### config.mk
export PLATFORM = sky130hd
export DESIGN_NAME = powlib_sync_fifo
export DESIGN_NICKNAME = d
export VERILOG_FILES = /design/src/rtl/powlib_sync_fifo.sv
export SDC_FILE = /design/constraint.sdc
export NUM_CORES = 1
export LEC_CHECK = 0
export BUFFER_PORTS_ARGS = -buffer_cell sky130_fd_sc_hd__clkbuf_2
export CAP_MARGIN = 0
export CORE_ASPECT_RATIO = 1.1
export CORE_UTILIZATION = 30
export DETAILED_ROUTE_END_ITERATION = 10
export SKIP_CTS_REPAIR_TIMING = 1
export SLEW_MARGIN = 5
export SYNTH_ARGS = -nofsm -noshare
export SYNTH_HDL_FRONTEND = slang
export SYNTH_SLANG_ARGS = --single-unit
### constraint.sdc
create_clock -name clk -period 2.7 [get_ports clk]
set_input_delay 0.405 -clock clk [delete_from_list [all_inputs] [get_ports clk]]
set_output_delay 0.405 -clock clk [all_outputs]
set_load 0.02 [all_outputs]
### src/rtl/powlib_sync_fifo.sv
// Single-clock first-word-fall-through FIFO with valid/ready handshakes on both ports.
// Wrap-counter pointers over a dual-port RAM; one slot is kept free to tell full from empty.
module powlib_sync_fifo #(
    parameter int W = 16,
    parameter int D = 8
) (
    input  logic         clk,
    input  logic         rst,
    input  logic [W-1:0] wrdata,
    input  logic         wrvld,
    output logic         wrrdy,
    output logic [W-1:0] rddata,
    output logic         rdvld,
    input  logic         rdrdy
);

    localparam int AW = (D > 1) ? $clog2(D) : 1;
    localparam logic [AW-1:0] LAST = AW'(D - 1);

    if (D < 2) begin : g_bad_depth
        $error("powlib_sync_fifo: D must be at least 2 (got %0d)", D);
    end

    logic [W-1:0]  mem [D];
    logic [AW-1:0] wrptr_q, wrptr_d;
    logic [AW-1:0] rdptr_q, rdptr_d;
    logic [AW-1:0] rdptrm1_q, rdptrm1_d;
    logic          wrinc, rdinc;

    function automatic logic [AW-1:0] wrapInc(input logic [AW-1:0] p);
        return (p == LAST) ? '0 : p + AW'(1);
    endfunction

    // Flags depend only on registered pointers, never on wrvld/rdrdy.
    assign wrrdy  = (wrptr_q != rdptrm1_q);
    assign rdvld  = (rdptr_q != wrptr_q);
    assign wrinc  = wrvld & wrrdy;
    assign rdinc  = rdvld & rdrdy;
    assign rddata = mem[rdptr_q];

    always_comb begin
        wrptr_d   = wrinc ? wrapInc(wrptr_q) : wrptr_q;
        rdptr_d   = rdinc ? wrapInc(rdptr_q) : rdptr_q;
        rdptrm1_d = rdinc ? rdptr_q : rdptrm1_q;
    end

    always_ff @(posedge clk) begin
        if (!rst) begin
            wrptr_q   <= '0;
            rdptr_q   <= '0;
            rdptrm1_q <= LAST;
        end else begin
            wrptr_q   <= wrptr_d;
            rdptr_q   <= rdptr_d;
            rdptrm1_q <= rdptrm1_d;
        end
    end

    // RAM is deliberately not reset; stale words are unreachable once pointers clear.
    always_ff @(posedge clk) begin
        if (wrinc) begin
            mem[wrptr_q] <= wrdata;
        end
    end

endmodule

## Yosys cells after proc, flatten, opt, wreduce, memory -nomap -nowiden

Memory sizes are Yosys's and may differ from the RTL's. A register that Yosys moved wholly into a read port is not among the register bits.
Cells that the tools add are included.

- Bitwise gates (word level): 2
- $add $sub $neg: 2
- Equal/unequal tests: 4
- Multiplexer cells: 6

Operators with widths:

| operator | number |
|---|---|
| 3-bit two-way mux | 4 |
| 3-bit by 1-bit adder with 3-bit output (second input constant) | 2 |
| 3-bit == test (second input constant) | 2 |
| 3-bit != test | 2 |
| 1-bit bitwise AND | 2 |
| 1-bit two-way mux | 2 |

- Memories: 1
- Logic and storage cells: 18
- Memory bits (writable): 128
- Register bits after elaboration: 9

Memory list:

| name | depth | bits a word | rd ports | clocked after memory_dff | write ports | line | RTL |
|---|---|---|---|---|---|---|---|
| mem | 8 | 16 | 1 | 1 | 1 | 24 | `logic [W-1:0] mem [D];` |

## Longest topological paths before layout

Gate-level depths: netlist of run 1.

- Word-level depth: 4
- Gate-level depth with buffers: 5
- Depth with buffers taken out: 5

## Least setup slack after synthesis of run 1

Ideal clock, no wire load.

- Path type: reg2reg
- Start point: register wrptr_q[1]
- End point: memory mem[5][0], enable pin
- Slack: 0.182 ns
- Setup time: 0.409 ns
- Buffers on the path: 1
- Data arrival time: 2.109 ns
- Cell stages (with the launch flop): 5
- Clock period less this slack: 2.518 ns
- Cell sequence: dfxtp_1 > clkbuf_1 > xor2_1 > o31ai_1 > nor3_1

- Cells in the longest elaborated chain, start to end: 4

RTL lines:

| what | line | RTL |
|---|---|---|
| start, declared | 25 | `logic [AW-1:0] wrptr_q, wrptr_d;` |
| start signal, assigned | 53 | `wrptr_q <= wrptr_d;` |
| 3-bit != test | 35 | `assign wrrdy = (wrptr_q != rdptrm1_q);` |
| 1-bit bitwise AND | 37 | `assign wrinc = wrvld & wrrdy;` |
| 1-bit two-way mux | 61 | `if (wrinc) begin` |
| 1-bit two-way mux (not written as such) | 62 | `mem[wrptr_q] <= wrdata;` |
| end, declared | 24 |  |

Parallel ways exist; a longest one is shown, timed or not.

==> qor.yml, run 1 <==
area_growth_pct: 19.1
grt_pass1_wl_mm: 17.4
synth_top_area_share_pct: 67.0
fin_tns_setup_ns: 0
worst-endpoint-arrival_ns: 2.18
wl_met1_mm: 5.08
h-tree-depth: 4
maxSlewViolCount: 0
path_max_fanout: 15
top_layer_used: "met4"
cp-end-kind: "output port"
met3WireLength_um: 699
track_usage_pct: 12.2
ff2ff_path_depth: 4
seqPwrFrac_pct: 47.2
syn_inst: 290
crit_type: "flip-flop to output port"
setup_viol: 0
wl_met2_mm: 5.41
wl_mm: 11.3
cellInternalPower_mw: 4.10
yosysMostFrequentCell: "edfxtp_1"
finalCritPeriodShare_pct: 95.9
dominantRegCellSynth: "edfxtp_1"
io_pins: 38
fin_skew_ns: 0.0121
max-vdd-ir-drop_mv: 0.433
synth_edf_count: 128
insertion_delay_ns: 0.41
clock-sinks: 140
outcome: "finished, final reports clean"
synth_area_mm2: 0.00574
switching_share_pct: 23.2
worst_pin_slew_ns: 0.577
synth.avg_cell_area_um2: 19.8
die_h_um: 147
worstHoldPathCells: 2
fmax_mhz: 386
hp-class: "input port to flip-flop"
drt-vias-per-instance: 4.84
maxCapViolCount: 0
combPwrFrac_pct: 12.6
hpwlAfterDp_mm: 6.83
antenna_found_initial: 1
rr_endpoint: "mem[4][9]"
p_clk_share_pct: 40.2
antenna_left: 0
finish.utilization_pct: 36.8
startpoint_type: "flip-flop"
syn_nets: 314
ys_types: 37
clockRootBuffer: "clkbuf_16"
hold_path_end: "rdptrm1_q[1]"
p_sw_mw: 1.24
ys_seq_elements: 140
grt_pass1_vias: 2974
drt-initial-drc-count: 224
placementRows: 52
grt_max_degree: 33
cp.required_ns: 2.30
r2r-start: "wrptr_q[0]"
route.detailed.drc: 0
ys_async_sr_fraction_pct: 0
rsz0062_at_grt: "no"
power_density_mw_per_mm2: 780
start_util_pct: 30.9
globalRouteOverflowTotal: 0
ys_warn_count: 0
yosys-top-cells-area: "edfxtp_1 (67%), mux4_1 (13%), dfxtp_1 (4.2%), mux2_2 (3.3%), mux4_2 (1.6%)"
drt-pass1-iter-count: 4
clkSlewWorstSetupHoldPaths_ns: 0.06
reg2reg_slack_ns: 0.75
min_period_ns: 2.59
hold_start: "rst"
hold_viol: 0
synthTopCellsByCount: "edfxtp_1 (128), mux4_1 (28), mux2_2 (17)"
cts_tree: "built"
maxSlewHeadroom_pct: 61.2
cts_buffers: 17
cts_max_path_buffers: 2
dieArea_mm2: 0.0197
drive_gt1_share_pct: 28.1
gp_congestion: 0.837
io_buffers: 37
wl_per_cell_um: 18.8
die_w_um: 134
coreArea_mm2: 0.0185
power.leakage_nw: 2.32
nNetsFinal: 370
ys_seq_area_share_pct: 71.2
synth_top_area_cell: "edfxtp_1"
route.vias.total: 2917
-- worst max path at each step --
| stage | start | endpoint | slack, ns |
|---|---|---|---|
| after floorplan | wrptr_q[1] | mem[5][0] | 0.18 |
| after global placement | flip-flop | rddata[3] | 0.55 |
| after detailed placement | flip-flop | rddata[3] | 0.52 |
| after CTS | flip-flop | rddata[3] | 0.08 |
| after global routing | flip-flop | rddata[3] | 0.04 |
| final | flip-flop | rddata[3] | 0.11 |
-- layout make-up --
| class | instances | area, um^2 |
|---|---|---|
| fillers | 1698 | 11700 |
| well taps | 243 | 304 |
| inverters | 8 | 30.0 |
| repair buffers | 53 | 330 |
| multi-input cells | 126 | 1540 |
| diodes | 1 | 2.50 |
| clock buffers | 21 | 440 |
| clock inverters | 11 | 101 |
| flip-flops and latches | 140 | 4090 |
-- routing by layer --
metal / vias to the layer above / global-route usage [%]
met5: - / 0
li1: 1338 / -
met2: 71 / 18.7
met3: 11 / 4.07
met1: 1497 / 16.1
met4: 0 / 4.49
-- cells in the final DEF, fill, tap and decap left out, types with 2 or more instances in the layout --
cell type,n
a21oi_1,7
a311oi_1,2
a31oi_1,5
and3_1,2
buf_12,2
buf_4,14
bufinv_16,2
clkbuf_1,4
clkbuf_16,17
clkbuf_2,37
clkinv_1,5
clkinv_2,3
dfxtp_1,11
edfxtp_1,128
ha_1,4
inv_1,8
mux2_2,17
mux4_1,28
mux4_2,4
nand2_1,5
nand2b_1,2
nand3_1,2
nand4_1,4
nor2_1,8
nor3_2,2
nor4_1,3
o211ai_1,3
o21ai_0,4
o221ai_1,2
xnor2_1,6
xor2_1,6
-- critical path, stage by stage, from the launching register on --
cell	delay [ns]
dfxtp_2	0.51
buf_12	0.22
mux4_1	0.57
mux2_2	0.31
clkbuf_2	0.16
-- cell families after synthesis --
group / Yosys count / synth area share (%)
flops: 140 / 71.2
mux: 49 / 17.7
simple gates: 33 / 2.97
compound gates: 28 / 3.25
buf+inv: 24 / 2.16
xor+xnor: 12 / 1.83
fa+ha+maj: 4 / 0.872
-- state kept, by name (all words and copies together) (netlist names), named ones only --
name,count
wrptr_q,3
rdptr_q,3
mem,128
rdptrm1_q,3
-- through the flow --
stage	instance area [um^2]	worst slack [ns]	hold slack (ns)	power (mW)	std cells
after detailed placement	6290	0.522	0.537	3.24	570
final	6830	0.111	0.242	5.33	603
after floorplan	5740	0.182	0.479	3.01	290
after CTS	6830	0.0753	0.230	5.38	602
after global routing	6830	0.0370	0.251	5.55	602
after global placement	6290	0.554	0.540	3.23	570
-- power by group through the flow --
stage	Clock [mW]	Combinational [mW]	Sequential [mW]
floorplan	0	0.476	2.53
global placement	0	0.674	2.55
detailed placement	0	0.683	2.56
CTS	2.18	0.687	2.52
global route	2.29	0.732	2.52
finish	2.14	0.674	2.52
Power figures use the tool's default switching activity.
==> inputs of run 2 (changes only) <==
--- a/config.mk
+++ b/config.mk
@@ -5,6 +5,7 @@
 export SDC_FILE = /design/constraint.sdc
 export NUM_CORES = 1
 export LEC_CHECK = 0
+export ABC_AREA = 1
 export BUFFER_PORTS_ARGS = -buffer_cell sky130_fd_sc_hd__clkbuf_2
 export CAP_MARGIN = 0
 export CORE_ASPECT_RATIO = 1.1
==> constraint.sdc (replaced) <==
create_clock -name clk -period 2.95 [get_ports clk]
set_input_delay 0.4425 -clock clk [delete_from_list [all_inputs] [get_ports clk]]
set_output_delay 0.4425 -clock clk [all_outputs]
set_load 0.02 [all_outputs]
==> run 2 against run 1 <==
Worst hold slack better by 0.055 ns. Register-to-register slack improved by 0.14 ns. Sequential share of layout area increased by 1.3 points. Synthesized area decreased by 1.7%. Critical path type unchanged.
==> qor.yml, run 2 <==
path_max_fanout: 36
wl_per_cell_um: 15.5
worst-endpoint-arrival_ns: 1.97
syn_inst: 486
nNetsFinal: 559
wl_mm: 12.2
synthTopCellsByCount: "edfxtp_1 (128), nor2_1 (112), o21ai_0 (82)"
dp.cells: 759
synth_top_area_share_pct: 68.2
h-tree-depth: 4
drt-initial-drc-count: 247
drt-pass1-iter-count: 5
fillers: 1765
grt_pass1_vias: 3609
mostFrequentLayoutCells: "edfxtp_1 (128), nor2_1 (112), o21ai_0 (82), nand2_1 (73), clkbuf_2 (37)"
critPathMaxStageDelay_ns: 0.36
maxSlewViolCount: 0
cp-end-kind: "output port"
clock-sinks: 140
final_cells: 790
ys_seq_area_share_pct: 72.4
cts_max_path_buffers: 2
setup_viol: 0
r2r-start: "wrptr_q[1]"
hp-class: "input port to flip-flop"
cp_slowest_cell: "inv_2"
gp_congestion: 0.840
finalCritPeriodShare_pct: 81.9
reg2reg_slack_ns: 0.89
whs_ns: 0.297
synth_edf_count: 128
cts_tree: "built"
yosys-top-cells-area: "edfxtp_1 (68%), nor2_1 (7.5%), o21ai_0 (7.3%), nand2_1 (4.9%), dfxtp_1 (4.3%)"
syn_nets: 510
io_pins: 38
synth_top_area_cell: "edfxtp_1"
ys_seq_elements: 140
cts_buffers: 17
io_buffers: 37
worstHoldPathCells: 2
grt_pass1_wl_mm: 19.3
dominantRegCellSynth: "edfxtp_1"
ys_async_sr_fraction_pct: 0
start_util_pct: 30.6
globalRouteOverflowTotal: 0
antenna_left: 0
rr_endpoint: "mem[7][10]"
finish.utilization_pct: 36.3
fmax_mhz: 414
area_growth_pct: 18.6
wl_met2_mm: 5.97
hold_start: "rst"
die_w_um: 133
worst_pin_slew_ns: 0.722
maxSlewHeadroom_pct: 51.8
top_layer_used: "met4"
wl_met1_mm: 5.60
yosysMostFrequentCell: "edfxtp_1"
min_period_ns: 2.42
fin_skew_ns: 0.00396
startpoint_type: "flip-flop"
maxCapViolCount: 0
top_register: "mem"
hold_path_end: "rdptrm1_q[2]"
die_h_um: 146
met3WireLength_um: 516
ys_types: 22
mostFrequentLayoutCell: "edfxtp_1"
route.vias.total: 3694
grt_max_degree: 65
synth.avg_cell_area_um2: 11.6
ys_warn_count: 0
track_usage_pct: 13.3
ff2ff_path_depth: 9
drt-vias-per-instance: 4.68
crit_chain: "inv_2 -> buf_12 -> nor2_1 -> o21ai_0 -> nand2_1 -> nand2_1 -> clkbuf_2"
clkSlewWorstSetupHoldPaths_ns: 0.05
hpwlAfterDp_mm: 7.38
coreArea_mm2: 0.0184
route.detailed.drc: 0
outcome: "finished, final reports clean"
antenna_found_initial: 0
drive_gt1_share_pct: 16.3
cp.required_ns: 2.51
rsz0062_at_grt: "no"
power_density_mw_per_mm2: 710
critPathMostFrequentCell: "nand2_1"
power.leakage_nw: 2.43
placementRows: 52
dieArea_mm2: 0.0193
max-vdd-ir-drop_mv: 0.409
antenna_cells: 0
synth_area_mm2: 0.00564
hold_viol: 0
crit_type: "flip-flop to output port"
insertion_delay_ns: 0.41
largest_reg_flops: 128
fin_tns_setup_ns: 0
clockRootBuffer: "clkbuf_16"
p_total_mw: 4.74
run 2: stage by stage:
| stage | setup slack, ns | instance area (um^2) |
|---|---|---|
| 6_report | 0.533 | 6690 |
| 3_5_place_dp | 0.915 | 6170 |
| 4_1_cts | 0.506 | 6690 |
| 5_1_grt | 0.381 | 6690 |
| 2_1_floorplan | 0.863 | 5640 |
| 3_3_place_gp | 0.969 | 6170 |
run 2: cell families (layout without fill, tap and decap cells):
logic type | after synthesis | count (layout) | share of synthesized area [%]
xor gates and xnor gates | 2 | 2 | 0.311
DFF | 140 | 140 | 72.4
AOI/OAI and AO/OA | 102 | 102 | 9.05
buffers and inverters | 35 | 96 | 2.93
and+or+nand+nor | 203 | 203 | 14.4
adders and majority gates | 4 | 4 | 0.888
run 2: where the power goes:
| group | total [mW] | switching (mW) | internal [mW] |
|---|---|---|---|
| Sequential | 2.28 | 0.0337 | 2.25 |
| Combinational | 0.603 | 0.419 | 0.184 |
| Clock | 1.86 | 0.732 | 1.13 |
| Total | 4.74 | 1.19 | 3.56 |
run 2: worst max path at each step:
| stage | start | endpoint | slack (ns) | cells after the start |
|---|---|---|---|---|
| 6_report | flip-flop | rddata[4] | 0.53 | 7 |
| 5_1_grt | flip-flop | rddata[5] | 0.38 | 7 |
| 4_1_cts | flip-flop | rddata[6] | 0.51 | 7 |
| 3_5_place_dp | wrptr_q[1] | mem[7][10] | 0.92 | 9 |
| 3_3_place_gp | flip-flop | rddata[1] | 0.97 | 7 |
| 2_1_floorplan | wrptr_q[1] | mem[1][0] | 0.86 | 8 |
run 2: layout make-up:
| type | instances | area, um^2 | area share, % |
|---|---|---|---|
| sequential | 140 | 4090 | 61.1 |
| multi-input combinational | 311 | 1390 | 20.8 |
| clock buffer | 19 | 433 | 6.48 |
| timing repair buffer | 54 | 350 | 5.24 |
| tap | 243 | 304 | 4.55 |
| clock inverter | 12 | 81.3 | 1.22 |
| inverter | 11 | 41.3 | 0.618 |
run 2: routing by layer:
| layer | up-vias | global-route usage [%] |
|---|---|---|
| met4 | 0 | 4.89 |
| li1 | 1789 | - |
| met3 | 13 | 3.83 |
| met5 | - | 0 |
| met1 | 1815 | 16.6 |
| met2 | 77 | 21.8 |
run 2: worst max-delay path, delay by kind of cell (launching register included):
| family | cells | cell delay [ns] |
|---|---|---|
| AOI/OAI and AO/OA | 1 | 0.18 |
| buffers and inverters | 3 | 0.79 |
| DFF | 1 | 0.33 |
| and+or+nand+nor | 3 | 0.24 |
